===== src/rtl/sum_accumulator.sv =====
// Running single-precision float accumulator with CLEAR / GO / READ commands.
// Each GO folds x_one then x_two into the sum through a 3-step ALIGN / ADD / NORM adder.
module sum_accumulator #(
  parameter int FLT_DATA_WIDTH = 32,
  parameter int N_WIDTH        = 2,
  parameter int STATE_WIDTH    = 3,
  parameter logic [N_WIDTH-1:0] CLEAR = 2'd0,
  parameter logic [N_WIDTH-1:0] GO    = 2'd1,
  parameter logic [N_WIDTH-1:0] READ  = 2'd2
) (
  input  logic                      clk,
  input  logic                      rst,
  input  logic                      clk_en,
  input  logic                      start,
  input  logic [N_WIDTH-1:0]        n,
  input  logic [FLT_DATA_WIDTH-1:0] x_one,
  input  logic [FLT_DATA_WIDTH-1:0] x_two,
  output logic [FLT_DATA_WIDTH-1:0] result,
  output logic                      done
);

  localparam logic [FLT_DATA_WIDTH-1:0] QNAN = 32'h7FC0_0000;

  typedef enum logic [STATE_WIDTH-1:0] {
    IDLE, A_ALIGN, A_ADD, A_NORM, B_ALIGN, B_ADD, B_NORM, DONE
  } state_t;

  state_t state_reg, state_next;

  logic [FLT_DATA_WIDTH-1:0] sum_reg, result_reg, x_one_reg, x_two_reg;
  logic                      cmd_done_reg;

  // ALIGN -> ADD pipeline registers
  logic                      al_sign_reg, al_sub_reg, al_spec_reg;
  logic [7:0]                al_exp_reg;
  logic [23:0]               al_big_reg, al_small_reg;
  logic [FLT_DATA_WIDTH-1:0] al_spec_val_reg;

  // ADD -> NORM pipeline registers
  logic                      ad_sign_reg, ad_spec_reg;
  logic [7:0]                ad_exp_reg;
  logic [24:0]               ad_mant_reg;
  logic [FLT_DATA_WIDTH-1:0] ad_spec_val_reg;

  logic accept;
  assign accept = (state_reg == IDLE) && start && clk_en;

  always_comb begin
    state_next = state_reg;
    case (state_reg)
      IDLE:    if (accept && (n == GO)) state_next = A_ALIGN;
      A_ALIGN: state_next = A_ADD;
      A_ADD:   state_next = A_NORM;
      A_NORM:  state_next = B_ALIGN;
      B_ALIGN: state_next = B_ADD;
      B_ADD:   state_next = B_NORM;
      B_NORM:  state_next = DONE;
      DONE:    state_next = IDLE;
      default: state_next = IDLE;
    endcase
  end

  // ALIGN: the running sum is operand a, the captured term is operand b.
  logic [FLT_DATA_WIDTH-1:0] op_b;
  logic        a_nan, a_inf, b_nan, b_inf, a_big;
  logic [7:0]  a_exp, b_exp, exp_diff;
  logic [23:0] a_mant, b_mant, small_mant;
  logic        al_sign_next, al_sub_next, al_spec_next;
  logic [7:0]  al_exp_next;
  logic [23:0] al_big_next, al_small_next;
  logic [FLT_DATA_WIDTH-1:0] al_spec_val_next;

  always_comb begin
    op_b   = (state_reg == B_ALIGN) ? x_two_reg : x_one_reg;
    a_exp  = sum_reg[30:23];
    b_exp  = op_b[30:23];
    a_nan  = (a_exp == 8'hFF) && (sum_reg[22:0] != 23'd0);
    b_nan  = (b_exp == 8'hFF) && (op_b[22:0] != 23'd0);
    a_inf  = (a_exp == 8'hFF) && (sum_reg[22:0] == 23'd0);
    b_inf  = (b_exp == 8'hFF) && (op_b[22:0] == 23'd0);
    // exponent 0 means zero here: denormals lose their mantissa
    a_mant = (a_exp == 8'd0) ? 24'd0 : {1'b1, sum_reg[22:0]};
    b_mant = (b_exp == 8'd0) ? 24'd0 : {1'b1, op_b[22:0]};
    a_big  = {a_exp, a_mant} >= {b_exp, b_mant};

    al_sign_next  = a_big ? sum_reg[31] : op_b[31];
    al_sub_next   = sum_reg[31] ^ op_b[31];
    al_exp_next   = a_big ? a_exp : b_exp;
    al_big_next   = a_big ? a_mant : b_mant;
    small_mant    = a_big ? b_mant : a_mant;
    exp_diff      = a_big ? (a_exp - b_exp) : (b_exp - a_exp);
    al_small_next = (exp_diff >= 8'd24) ? 24'd0 : (small_mant >> exp_diff);

    al_spec_next     = 1'b1;
    al_spec_val_next = QNAN;
    if (a_nan || b_nan)      al_spec_val_next = QNAN;
    else if (a_inf && b_inf) al_spec_val_next = (sum_reg[31] == op_b[31]) ? sum_reg : QNAN;
    else if (a_inf)          al_spec_val_next = sum_reg;
    else if (b_inf)          al_spec_val_next = op_b;
    else                     al_spec_next = 1'b0;
  end

  // The base always has the larger magnitude, so the subtraction never goes negative.
  logic [24:0] ad_mant_next;
  assign ad_mant_next = al_sub_reg ? ({1'b0, al_big_reg} - {1'b0, al_small_reg})
                                   : ({1'b0, al_big_reg} + {1'b0, al_small_reg});

  // NORM: renormalise, truncate, then apply overflow / underflow limits.
  logic [4:0]  lz;
  logic        lz_found;
  logic signed [9:0] norm_exp;
  logic [23:0] norm_shift;
  logic [22:0] norm_frac;
  logic [FLT_DATA_WIDTH-1:0] norm_val;

  always_comb begin
    lz       = 5'd0;
    lz_found = 1'b0;
    for (int i = 23; i >= 0; i--) begin
      if (!lz_found) begin
        if (ad_mant_reg[i]) lz_found = 1'b1;
        else                lz = lz + 5'd1;
      end
    end
    norm_shift = ad_mant_reg[23:0] << lz;
    norm_exp   = $signed({2'b00, ad_exp_reg});
    norm_frac  = norm_shift[22:0];
    if (ad_mant_reg[24]) begin
      norm_exp  = norm_exp + 10'sd1;
      norm_frac = ad_mant_reg[23:1];
    end else begin
      norm_exp  = norm_exp - $signed({5'd0, lz});
    end

    if (ad_spec_reg)                  norm_val = ad_spec_val_reg;
    else if (ad_mant_reg == 25'd0)    norm_val = '0;
    else if (norm_exp >= 10'sd255)    norm_val = {ad_sign_reg, 8'hFF, 23'd0};
    else if (norm_exp <= 10'sd0)      norm_val = '0;
    else                              norm_val = {ad_sign_reg, norm_exp[7:0], norm_frac};
  end

  always_ff @(posedge clk) begin
    if (rst) begin
      state_reg       <= IDLE;
      sum_reg         <= '0;
      result_reg      <= '0;
      cmd_done_reg    <= 1'b0;
      x_one_reg       <= '0;
      x_two_reg       <= '0;
      al_sign_reg     <= 1'b0;
      al_sub_reg      <= 1'b0;
      al_spec_reg     <= 1'b0;
      al_exp_reg      <= '0;
      al_big_reg      <= '0;
      al_small_reg    <= '0;
      al_spec_val_reg <= '0;
      ad_sign_reg     <= 1'b0;
      ad_spec_reg     <= 1'b0;
      ad_exp_reg      <= '0;
      ad_mant_reg     <= '0;
      ad_spec_val_reg <= '0;
    end else begin
      state_reg    <= state_next;
      cmd_done_reg <= 1'b0;
      case (state_reg)
        IDLE: begin
          if (accept) begin
            x_one_reg <= x_one;
            x_two_reg <= x_two;
            if (n == CLEAR) begin
              sum_reg      <= '0;
              result_reg   <= '0;
              cmd_done_reg <= 1'b1;
            end else if (n != GO) begin
              // READ and the reserved code both report the sum untouched
              result_reg   <= sum_reg;
              cmd_done_reg <= 1'b1;
            end
          end
        end
        A_ALIGN, B_ALIGN: begin
          al_sign_reg     <= al_sign_next;
          al_sub_reg      <= al_sub_next;
          al_spec_reg     <= al_spec_next;
          al_exp_reg      <= al_exp_next;
          al_big_reg      <= al_big_next;
          al_small_reg    <= al_small_next;
          al_spec_val_reg <= al_spec_val_next;
        end
        A_ADD, B_ADD: begin
          ad_sign_reg     <= al_sign_reg;
          ad_spec_reg     <= al_spec_reg;
          ad_exp_reg      <= al_exp_reg;
          ad_mant_reg     <= ad_mant_next;
          ad_spec_val_reg <= al_spec_val_reg;
        end
        A_NORM: sum_reg <= norm_val;
        B_NORM: begin
          // result is loaded alongside the sum so it is valid while DONE drives done
          sum_reg    <= norm_val;
          result_reg <= norm_val;
        end
        default: ;
      endcase
    end
  end

  assign result = result_reg;
  assign done   = (state_reg == DONE) || cmd_done_reg;

endmodule


===== config.mk =====
export PLATFORM = sky130hd
export DESIGN_NAME = sum_accumulator
export DESIGN_NICKNAME = d
export VERILOG_FILES = /design/src/rtl/sum_accumulator.sv
export SDC_FILE = /design/constraint.sdc
export NUM_CORES = 1
export LEC_CHECK = 0
export CORE_MARGIN = 1.5
export CORE_UTILIZATION = 35
export DETAILED_ROUTE_END_ITERATION = 10
export RECOVER_POWER = 100
export SLEW_MARGIN = 20
export SYNTH_ARGS = -nofsm -noshare
export SYNTH_HDL_FRONTEND = slang
export SYNTH_SLANG_ARGS = --single-unit

===== constraint.sdc =====
create_clock -name clk -period 38 [get_ports clk]
set_input_delay 5.7 -clock clk [delete_from_list [all_inputs] [get_ports clk]]
set_output_delay 5.7 -clock clk [all_outputs]
set_load 0.05 [all_outputs]

Word-level counts from Yosys, hierarchy flattened
Index checks and enable logic that the tools add are counted.
W data, S select, Z words.
Operators by class
  $add $sub $neg: 29
  order comparisons: 4
  equal/unequal tests: 16
  shift operators: 2
  multiplexer cells: 128
  bitwise operators: 3
  reduce and logical (&&, ||, !) cells: 28
Operators with widths (count)
  $mux W32: 15
  $mux W5: 46
  $pmux W32 S2: 2
  $mux W24: 5
  $add A5 B1 Y5 const B: 23
  $mux W1: 53
  $logic_not A23 Y1: 2
  $reduce_bool A23 Y1: 2
  $ge A32 B32 Y1: 1
  $add A24 B24 Y25: 1
  $logic_not A25 Y1: 1
  $mux W25: 1
  $sub A24 B24 Y25: 1
  $pmux W3 S8: 1
  $shl A24 B5 Y23: 1
  $shr A24 B8 Y24: 1
  $mux W23: 1
  $eq A8 B8 Y1 const B: 2
  $logic_not A8 Y1: 2
  $mux W8: 2
  $sub A8 B8 Y8: 2
  $eq A3 B3 Y1 const B: 4
  $ge A10 B9 Y1 const B: 1
  $le A10 B1 Y1 const B: 1
  other kinds (23): 39
Word-level totals
  register bits: 290
  logic and storage cells: 228

Longest topological paths before layout
Gate-level depths: netlist of the first run.
  word-level depth: 78
  gate-level depth with buffers: 79
  gate-level depth less buffers: 75

Least setup slack after synthesis of the first run
Ideal clock, no wire load.
  path type: reg-to-reg
  from: register ad_mant_reg[23]
  to: register result_reg[15], in the netlist result[15]
  setup time: 124 ps
  arrival time: 13759 ps
  required time: 37876 ps
  setup slack: 24117 ps
  cell stages (with the launch flop): 77
  path buffers: 5
  period minus slack after synthesis: 13883 ps
  cell sequence: dfxtp_1 > clkbuf_1 > nor2_1 > ha_1 > o31a_1 > ha_1 > nor2b_1 > o21ai_0 > nor2_1 > nor2_1 > ha_1 > or3_1 > a21oi_1 > ha_1 > nor2_1 > nor2_1 > a21oi_1 > ha_1 > [... 41 more ...] > inv_1 > fa_1 > a21oi_1 > nor2_1 > nor2_1 > nor2b_1 > nor4_1 > a41oi_1 > xnor2_1 > or4_1 > o31a_1 > inv_1 > nor3_1 > and2_0 > buf_1 > a221o_1 > a222oi_1 > nor2_1
Between the ends
  word-level cells in the longest chain between the ends: 78
Ends and longest elaborated chain
  start: declaration: RTL line 42  | logic [24:0] ad_mant_reg;
  start signal: assignment: RTL line 194  | ad_mant_reg <= ad_mant_next;
  $mux W1: RTL line 121  | if (ad_mant_reg[i]) lz_found = 1'b1;
  $add A5 B1 Y5: RTL line 122  | else lz = lz + 5'd1;
  $mux W5: RTL line 121
  $mux W5: RTL line 120  | if (!lz_found) begin
  $add A5 B1 Y5: RTL line 122
  $mux W5: RTL line 121
  $mux W5: RTL line 120
  $add A5 B1 Y5: RTL line 122
  [... 62 more ...]
  $sub A8 B5 Y9: RTL line 132  | norm_exp = norm_exp - $signed({5'd0, lz});
  $mux W10: RTL line 128  | if (ad_mant_reg[24]) begin
  $le A10 B1 Y1: RTL line 138  | else if (norm_exp <= 10'sd0) norm_val = '0;
  $mux W32: RTL line 138
  $mux W32: RTL line 137  | else if (norm_exp >= 10'sd255) norm_val = {ad_sign_reg, 8'hFF, 23'd0};
  $mux W32 *: RTL line 136  | else if (ad_mant_reg == 25'd0) norm_val = '0;
  $mux W32 *: RTL line 135  | if (ad_spec_reg) norm_val = ad_spec_val_reg;
  $pmux W32 S2 *: RTL line 165  | case (state_reg)
  end signal: assignment: RTL line 176  | result_reg <= sum_reg;
  end signal: assignment: RTL line 201  | result_reg <= norm_val;
  end: declaration: RTL line 30  | logic [FLT_DATA_WIDTH-1:0] sum_reg, result_reg, x_one_reg, x_two_reg;
Mark *: on every way between the ends. The rest lies on a longest branch, timed or not.
A chain may end at the register's enable or synchronous reset.

Final worst setup path of the first run
Same ends and word-level chain as after synthesis.

==> results of run 1 <==
==> per-stage QoR <==
stage	util	setup WS (ps)	std cells
4_1_cts	0.397	22820	3474
3_5_place_dp	0.379	22910	3420
5_1_grt	0.396	19890	3474
3_3_place_gp	0.379	23210	3420
6_report	0.396	21370	3474
2_1_floorplan	-	24120	2707
==> layout by cell type (no fill, tap or decap), drive strengths merged, types with 15 or more instances in the layout <==
| cell | synthesis | final |
|---|---|---|
| ha | 91 | 91 |
| buf | 41 | 26 |
| nand3 | 41 | 41 |
| and2 | 29 | 29 |
| o22ai | 15 | 15 |
| dfxtp | 290 | 290 |
| dlygate4sd3 | 0 | 33 |
| nor4 | 40 | 40 |
| xor2 | 28 | 28 |
| a222oi | 16 | 16 |
| a211oi | 47 | 47 |
| or3 | 23 | 23 |
| nand4 | 20 | 20 |
| a21oi | 290 | 290 |
| nor2 | 263 | 263 |
| mux2i | 108 | 108 |
| and3 | 40 | 40 |
| a21o | 60 | 60 |
| clkbuf | 143 | 51 |
| clkdlybuf4s50 | 0 | 68 |
| nand2 | 490 | 490 |
| a31oi | 21 | 21 |
| xnor2 | 72 | 72 |
| inv | 77 | 78 |
| nor2b | 31 | 31 |
| o21ai | 88 | 88 |
| nand2b | 20 | 20 |
| nor3 | 51 | 51 |
| a22oi | 34 | 34 |
| o211ai | 21 | 21 |
| a221oi | 16 | 16 |
==> worst min-delay path: stages (launching register included) <==
cell	delay, ps
sky130_fd_sc_hd__dfxtp_1	300
sky130_fd_sc_hd__nand2_1	50
sky130_fd_sc_hd__a21oi_1	50
==> cell type report <==
type	count	area, um^2	share of cell area
Sequential cell	290	5810	0.255
Tap cell	765	957	0.0420
Clock buffer	46	902	0.0396
Multi-Input combinational cell	2156	13500	0.594
Inverter	77	289	0.0127
Clock inverter	8	82.6	0.00362
Timing Repair Buffer	132	1220	0.0537
==> routing by layer <==
layer | global-route usage | wire, um | up-vias
met4 | 0.0623 | 1700 | 2
met1 | 0.308 | 31400 | 9404
met5 | 0 | 13 | -
met2 | 0.356 | 30400 | 644
met3 | 0.0269 | 4170 | 98
li1 | - | - | 9607
==> kinds of logic (layout without fill, tap and decap cells) <==
family / Yosys count / after routing
buffers and inverters: 261 / 263
multiplexers: 128 / 128
adder cells (fa/ha/maj): 100 / 100
flip-flops: 290 / 290
AND/OR/NAND/NOR: 1090 / 1090
XOR/XNOR: 107 / 107
AO/OA/AOI/OAI: 731 / 731
==> worst min-delay path by stage <==
stage                                             endpoint  depth (start not counted)  slack [ps]
after floorplan           ad_spec_val_reg[10]$_SDFFE_PP0P_                          2         430
after global placement     ad_spec_val_reg[9]$_SDFFE_PP0P_                          2         440
after detailed placement   ad_spec_val_reg[7]$_SDFFE_PP0P_                          2         440
after CTS                 ad_spec_val_reg[13]$_SDFFE_PP0P_                          2         450
after global routing      ad_spec_val_reg[12]$_SDFFE_PP0P_                          2         470
final                     ad_spec_val_reg[13]$_SDFFE_PP0P_                          2         450
==> impl_metrics.tcl, run 1 <==
set metrics [dict create \
    status "complete, but fails checks" \
    violations "capacitance limit, slew limit" \
    dr_total_vias 19800 \
    cts-root-buf "sky130_fd_sc_hd__clkbuf_16" \
    crit_path_end_kind "flip-flop" \
    rsz_0062_raised_after_global_routing "false" \
    io_pins 103 \
    worst_hold_slack_after_final_layout_ps 448 \
    nets 2853 \
    fmax_ghz 0.0601 \
    grt_first_pass_wirelength_um 106000 \
    stdcell_area_um2 22800 \
    tritoncts_num_sinks 290 \
    setup_tns_ps 0 \
    ys_async_rst_share 0 \
    crit_path_max_incr_delay_ps 1300 \
    syn-num-nets 2872 \
    post_synth_and_or_nand_nor_area_fraction 0.244 \
    start_util 0.354 \
    die_y_um 244 \
    required_ps 38490 \
    hold_viol_final 0 \
    cell_rows 88 \
    yosys.area_share.adder 0.0622 \
    first_global_vias 18700 \
    detail-route-antenna-nets 0 \
    ys_seq_area_frac 0.285 \
    antenna_cells 0 \
    hold_path_class "reg2reg" \
    postSynthRegisterBits 290 \
    setup_viol_count_final 0 \
    critical_path.max_fanout 33 \
    wl_per_cell_um 19.5 \
    transition_at_the_pin_with_the_smallest_max_transition_slack_ps 4260 \
    portBuffers 102 \
    critPathKind "reg2reg" \
    synth_compound_area_frac 0.232 \
    critical_path.reg2reg.startpoint "ad_mant_reg[23]$_SDFFE_PP0P_" \
    final_period_minus_worst_setup_slack_ps 16630 \
    synth.area.top_cells "sky130_fd_sc_hd__dfxtp_1 28%, sky130_fd_sc_hd__nand2_1 9.0%, sky130_fd_sc_hd__a21oi_1 7.1%" \
    clkLatencyLatePin_ps 600 \
    synthMuxAreaShare 0.0681 \
    synthesis.yosys.warnings 0 \
    postSynth.topFlopCell "sky130_fd_sc_hd__dfxtp_1" \
    drt_pass1_iterations 7 \
    max_cap_viols 5 \
    drt_drc_violations_left 0 \
    routabilityCongestion 0.951 \
    wirelength_um 67700 \
    crit_path_start "ad_mant_reg[23]$_SDFFE_PP0P_" \
    synth-edff-count 0 \
    cts_max_level 1 \
    worst-path-buf-inv 4 \
    syn_to_layout_area_delta_pct 11.9 \
    grt_start_max_net_pins 99 \
    post_synth_xor_area_fraction 0.0550 \
    netlist_instances 2707 \
    yosys.area.top_type "sky130_fd_sc_hd__dfxtp_1" \
    fillCellCount 5926 \
    layout-drive-gt1-share 0.0587 \
    first_iter_violations 1694 \
    detail_placement_hpwl_um 51000 \
    fin_worst_skew_ps 16.6 \
    placement.cell_area_um2 21800 \
    global_route.overflow_total 0 \
    ctsHoldBuffers 0 \
    post-synth-top-count-cell "sky130_fd_sc_hd__nand2_1" \
    via_per_inst 5.69 \
    ctsResizeCount 0 \
    regToRegSetupSlack_ps 21370 \
    main_combinational_cell_family_by_area_after_synthesis "simple AND/OR/NAND/NOR gates" \
    clock_tree_from_tritoncts "built" \
    timing.final.max_slew_violations 329 \
    path_depth 71 \
    cts.clk_slew.worst_paths_ps 60 \
    path_common_cell "sky130_fd_sc_hd__ha_1" \
    core_area_um2 57600 \
    critical_path_arrival_ps 17120 \
    cts_max_path_buffers 3 \
    reg2reg_to "result[15]$_SDFFE_PP0P_" \
    synth_commonest_cells "489 x sky130_fd_sc_hd__nand2_1, 290 x sky130_fd_sc_hd__a21oi_1, 290 x sky130_fd_sc_hd__dfxtp_1" \
    final.period_utilization 0.438 \
    syn-cell-area_um2 20400 \
    worstRegToRegCells 71 \
    antenna_found_initial 2 \
    post_synth_num_cell_types 99 \
    fraction_of_post_synthesis_cell_area_in_the_top_cell_type_by_area 0.285 \
    hold_start "al_spec_val_reg[13]$_SDFFE_PP0P_" \
    cpLargestDelayFamily "compound AO/OA/AOI/OAI gates" \
    groute.usage.overall 0.221 \
    worst_path_max_delay_cell "sky130_fd_sc_hd__clkbuf_1" \
    cts_buffers 31 \
    timing.critical_path.from_type "flip-flop" \
    critical_path_end "result[15]$_SDFFE_PP0P_" \
    avgSynthCellArea_um2 7.53 \
    die_w_um 244 \
    cts_post_setup_buffers_inserted 0 \
    die_area_um2 59700 \
    relSlewSlack -1.84 \
]
Power of run 1 is not shown: default switching activity piles up to over one toggle a cycle in this logic, so the estimate is an artifact.
==> run 2: changes to the inputs <==
==> constraint.sdc (replaced) <==
create_clock -name clk -period 14 [get_ports clk]
set_input_delay 2.1 -clock clk [delete_from_list [all_inputs] [get_ports clk]]
set_output_delay 2.1 -clock clk [all_outputs]
set_load 0.05 [all_outputs]
==> impl_metrics.tcl, run 2 (synthesized netlist as in run 1, its figures left out) <==
set metrics [dict create \
    status "complete, but fails checks" \
    violations "capacitance limit, slew limit" \
    start_util 0.354 \
    io_pins 103 \
    cts_max_level 2 \
    first_global_vias 18700 \
    fmax_ghz 0.0753 \
    layout-drive-gt1-share 0.0785 \
    worst_hold_slack_after_final_layout_ps 454 \
    portBuffers 102 \
    final.period_utilization 0.949 \
    dp_cells 3437 \
    worst_path_max_delay_cell "sky130_fd_sc_hd__or4_4" \
    routabilityCongestion 0.921 \
    crit_path_max_incr_delay_ps 480 \
    cts.clk_slew.worst_paths_ps 60 \
    drt_drc_violations_left 0 \
    critPathKind "reg2reg" \
    timing.critical_path.from_type "flip-flop" \
    regToRegSetupSlack_ps 720 \
    cts-root-buf "sky130_fd_sc_hd__clkbuf_16" \
    cts_buffers 34 \
    fillCellCount 5877 \
    syn_to_layout_area_delta_pct 14.3 \
    detail-route-antenna-nets 0 \
    global_route.overflow_total 0 \
    grt_first_pass_wirelength_um 108000 \
    cell_rows 88 \
    die_area_um2 59700 \
    nets 2880 \
    timing.final.max_slew_violations 278 \
    relSlewSlack -1.87 \
    ctsHoldBuffers 0 \
    dr_total_vias 19800 \
    stdcell_count 3504 \
    first_iter_violations 1634 \
    wirelength_um 69100 \
    final_util 0.405 \
    setup_tns_ps 0 \
    hold_viol_final 0 \
    via_per_inst 5.64 \
    required_ps 14490 \
    transition_at_the_pin_with_the_smallest_max_transition_slack_ps 4300 \
    cts_max_path_buffers 3 \
    die_y_um 244 \
    wl_per_cell_um 19.7 \
    detail_placement_hpwl_um 51800 \
    drt_pass1_iterations 7 \
    tritoncts_num_sinks 290 \
    setup_viol_count_final 0 \
    critical_path_arrival_ps 13770 \
    final_period_minus_worst_setup_slack_ps 13280 \
    clock_tree_from_tritoncts "built" \
    die_w_um 244 \
    fin_worst_skew_ps 23.7 \
    critical_path.max_fanout 7 \
    crit_path_end_kind "flip-flop" \
    final_cell_mix "488 x sky130_fd_sc_hd__nand2_1, 288 x sky130_fd_sc_hd__dfxtp_1, 285 x sky130_fd_sc_hd__a21oi_1" \
    grt_start_max_net_pins 165 \
    antenna_found_initial 0 \
    groute.usage.overall 0.225 \
    core_area_um2 57600 \
    hold_path_class "reg2reg" \
    cpLargestDelayFamily "compound AO/OA/AOI/OAI gates" \
    path_common_cell "sky130_fd_sc_hd__nor2_1" \
    layout_commonest_cell "sky130_fd_sc_hd__nand2_1" \
    max_cap_viols 5 \
    clkLatencyLatePin_ps 550 \
    worst-path-buf-inv 4 \
]
==> run 2: cell count changes in the layout (fill, tap and decap cells not counted), sizes merged <==
cell	before	now
bufinv	1	4
diode	0	1
buf	26	48
clkinv	5	8
clkbuf	51	50
inv	78	80
==> run 2: path summary, 6_finish.rpt <==
path | cells past startpoint | end | startpoint
hold reg to reg | 2 | ad_spec_val_reg[16]$_SDFFE_PP0P_ | al_spec_val_reg[16]$_SDFFE_PP0P_
setup reg to reg | 72 | sum_reg[14]$_SDFFE_PP0P_ | ad_mant_reg[22]$_SDFFE_PP0P_
setup / recovery | 72 | sum_reg[14]$_SDFFE_PP0P_ | ad_mant_reg[22]$_SDFFE_PP0P_
hold / removal | 2 | ad_spec_val_reg[16]$_SDFFE_PP0P_ | al_spec_val_reg[16]$_SDFFE_PP0P_
==> run 2: through the flow <==
| stage | setup slack, ps | cell area [um^2] |
|---|---|---|
| after floorplan | 117 | 20400 |
| after global placement | 396 | 22000 |
| after detailed placement | -0.826 | 22000 |
| after CTS | 52.7 | 23100 |
| after global routing | -90.2 | 23300 |
| final | 720 | 23300 |
==> run 2: metal layers <==
metal | up-vias | global-route usage | routed length [um]
met5 | - | 0 | 0
met4 | 0 | 0.0744 | 2210
met3 | 101 | 0.0302 | 4210
met2 | 629 | 0.362 | 31200
met1 | 9380 | 0.308 | 31500
li1 | 9668 | - | -
==> run 2: worst register-to-register path: cells and delay by family (launching register included) <==
kind	cells	cell delay [ps]
DFF	1	330
adders and majority gates	12	3430
muxes	5	700
and+or+nand+nor	26	3910
buffers and inverters	4	440
AOI/OAI and AO/OA	23	4060
xor gates and xnor gates	2	360
==> run 2: what timing repair did <==
item,4_1_cts,5_1_grt
gates resized for setup,2,34
endpoints found under the setup margin,5,59
setup buffers,0,7
pin swaps,0,22
==> run 2: layout make-up <==
cell class                      instances  area, um^2  share of cell area
Inverter                               77         289              0.0124
Sequential cell                       290        5810               0.249
Timing Repair Buffer                  156        1410              0.0605
Multi-Input combinational cell       2156       13700               0.588
Tap cell                              765         957              0.0411
Clock buffer                           43         915              0.0393
Clock inverter                         16         205             0.00881
Antenna cell                            1        2.50            0.000107
Power of run 2 is left out for the same reason.
==> run 3: changes to the inputs <==
--- a/config.mk
+++ b/config.mk
@@ -8,6 +8,7 @@
 export CORE_MARGIN = 1.5
 export CORE_UTILIZATION = 35
 export DETAILED_ROUTE_END_ITERATION = 10
+export HOLD_SLACK_MARGIN = 0.12
 export RECOVER_POWER = 100
 export SLEW_MARGIN = 20
 export SYNTH_ARGS = -nofsm -noshare
==> results of run 3 <==
The final DEF is identical to that of run 2; final timing and power are the same.
Power of run 3 is left out for the same reason.
==> RTL edit: new RTL, flow settings as in run 2 <==
The 8 states of `state_t` get a one-hot encoding in 8 bits.
--- a/src/rtl/sum_accumulator.sv
+++ b/src/rtl/sum_accumulator.sv
@@ -21,8 +21,8 @@
 
   localparam logic [FLT_DATA_WIDTH-1:0] QNAN = 32'h7FC0_0000;
 
-  typedef enum logic [STATE_WIDTH-1:0] {
-    IDLE, A_ALIGN, A_ADD, A_NORM, B_ALIGN, B_ADD, B_NORM, DONE
+  typedef enum logic [7:0] {
+    IDLE = 8'b00000001, A_ALIGN = 8'b00000010, A_ADD = 8'b00000100, A_NORM = 8'b00001000, B_ALIGN = 8'b00010000, B_ADD = 8'b00100000, B_NORM = 8'b01000000, DONE = 8'b10000000
   } state_t;
 
   state_t state_reg, state_next;
Check against the original RTL: same outputs for any inputs over 4 cycles, from zero or initial values and one cycle with rst high; so few cycles prove little.
==> RTL edit against run 2 <==
- the run still ends with capacitance limit, slew limit left
- design area is 0.38% higher
- routed wire length is 5.7% lower
- non-clock buffer count is 6 lower
- worst hold slack worse by 6.4 ps
- setup slack better by 40 ps
- sequential cell count is 5 higher
- synthesized area is 0.25% higher
Power is left out: it rests on default switching activity, and per cell area and clock period it moved more than threefold.
==> RTL edit: results (changes against run 2) <==
set qor(outcome) {complete, but fails checks}
set qor(violations) {capacitance limit, slew limit}
set qor(synthesis.yosys.warnings) 0 ;# unchanged
set qor(dpl.cell_count) 3414 ;# -0.67%
set qor(grt_max_degree) 102 ;# -38%
set qor(wire_length_of_the_first_global_routing_pass_um) 102000 ;# -5.2%
set qor(final_layout_size_suffix_gt1_share_pct) 8.90 ;# +1.0 points
set qor(post_cts.resized_instances) 6 ;# +4
set qor(async_reset_ff_share_pct) 0 ;# unchanged
set qor(cp.arrival_ps) 13670 ;# -100 ps
set qor(tritoncts_buffer_count) 34 ;# unchanged
set qor(crit_path_max_incr_delay_ps) 500 ;# +20 ps
set qor(synth_top_cells_by_area) {sky130_fd_sc_hd__dfxtp_1 29%, sky130_fd_sc_hd__nand2_1 7.7%, sky130_fd_sc_hd__mux2i_1 7.4%}
set qor(groute.usage.overall_pct) 20.9 ;# -1.6 points
set qor(timing_max_transition_violations_final) 279 ;# +0.36%
set qor(synth-seq-area-share_pct) 28.9 ;# +0.42 points
set qor(wl_per_cell_um) 18.7 ;# -5.2%
set qor(io_buffer_count) 102 ;# unchanged
set qor(crit_path_top_delay_cell) {sky130_fd_sc_hd__or4_4}
set qor(ant_diodes) 0 ;# -1
set qor(worst_skew_pair.late_latency_ps) 540
set qor(via_count_of_the_first_global_routing_pass) 18500 ;# -1.3%
set qor(dr.first_iter.drc_count) 1501 ;# -8.1%
set qor(synth_area_per_cell_um2) 7.63 ;# +1.3%
set qor(max_cap_violations) 5 ;# unchanged
set qor(clock_skew_ps) 19.0 ;# -4.71 ps
set qor(vias) 19400 ;# -1.9%
set qor(routabilityCongestion) 0.922 ;# about the same
set qor(synth.lib_cells_used.distinct) 99 ;# unchanged
set qor(place_worst_setup_slack_ps) -507 ;# -506 ps
set qor(fin_nets) 2860 ;# -0.69%
set qor(worstMarginPinSlew_ps) 4340 ;# +37.0 ps
set qor(critical_path.max_fanout) 10 ;# +3
set qor(post_dp_cell_area_um2) 22100 ;# +0.49%
set qor(place.detailed.hpwl_um) 49200 ;# -4.9%
set qor(path_delay_family) {compound AO/OA/AOI/OAI gates}
set qor(clockRootBuffer) {sky130_fd_sc_hd__clkbuf_16}
set qor(min_path_type) {flip-flop to flip-flop}
set qor(wl_um) 65200 ;# -5.7%
set qor(htree_num_levels) 2 ;# unchanged
set qor(drtPass1Iterations) 5 ;# -2
set qor(post_synth_most_frequent_cells) {418 x sky130_fd_sc_hd__nand2_1, 295 x sky130_fd_sc_hd__dfxtp_1, 290 x sky130_fd_sc_hd__a21oi_1}
set qor(synth_nets) 2844 ;# -0.97%
RTL edit: cell count changes in the layout (fill, tap and decap cells not counted), sizes merged, moves of 13 or more:
cell,delta
mux2i,+46
nand3,+13
inv,+15
or2,+31
nand2,-72
o21ai,+14
a21o,-23
and3,-19
nand2b,+18
RTL edit: logic make-up after synthesis:
logic type	after synthesis	synth area share (%)
mux	183	9.57
simple gates	1042	23.7
xor+xnor	106	5.09
fa+ha+maj	96	6.01
compound gates	692	21.7
flops	295	28.9
buf+inv	265	5.08
RTL edit: cell type report:
| cell class | instances | area, um^2 |
|---|---|---|
| fillers | 5980 | 34300 |
| clock buffers | 47 | 950 |
| multi-input cells | 2122 | 13700 |
| repair buffers | 150 | 1360 |
| clock inverters | 13 | 150 |
| inverters | 92 | 345 |
| flip-flops and latches | 295 | 5910 |
| well taps | 765 | 957 |
RTL edit: worst paths after layout:
check,end,cells after the start,slack (ps),start
worst max-delay path,sum_reg[1],73,760,ad_mant_reg[22]
worst min register to register,ad_spec_val_reg[20],2,450,al_spec_val_reg[20]
worst min-delay path,ad_spec_val_reg[20],2,450,al_spec_val_reg[20]
worst max register to register,sum_reg[1],73,760,ad_mant_reg[22]
RTL edit: worst register-to-register path: cells and delay by family (launching register included):
family / cells / cell delay, ps
buffers and inverters: 3 / 370
adder cells (fa/ha/maj): 11 / 3080
XOR/XNOR: 3 / 510
multiplexers: 7 / 1370
AO/OA/AOI/OAI: 29 / 4270
flip-flops: 1 / 360
AND/OR/NAND/NOR: 20 / 3210
RTL edit: layer usage:
layer / part of all wire (%) / global-route usage (%)
met4: 3.8 / 7.64
met3: 4.7 / 2.51
met2: 46 / 34.6
met1: 45 / 27.8
met5: 0 / 0
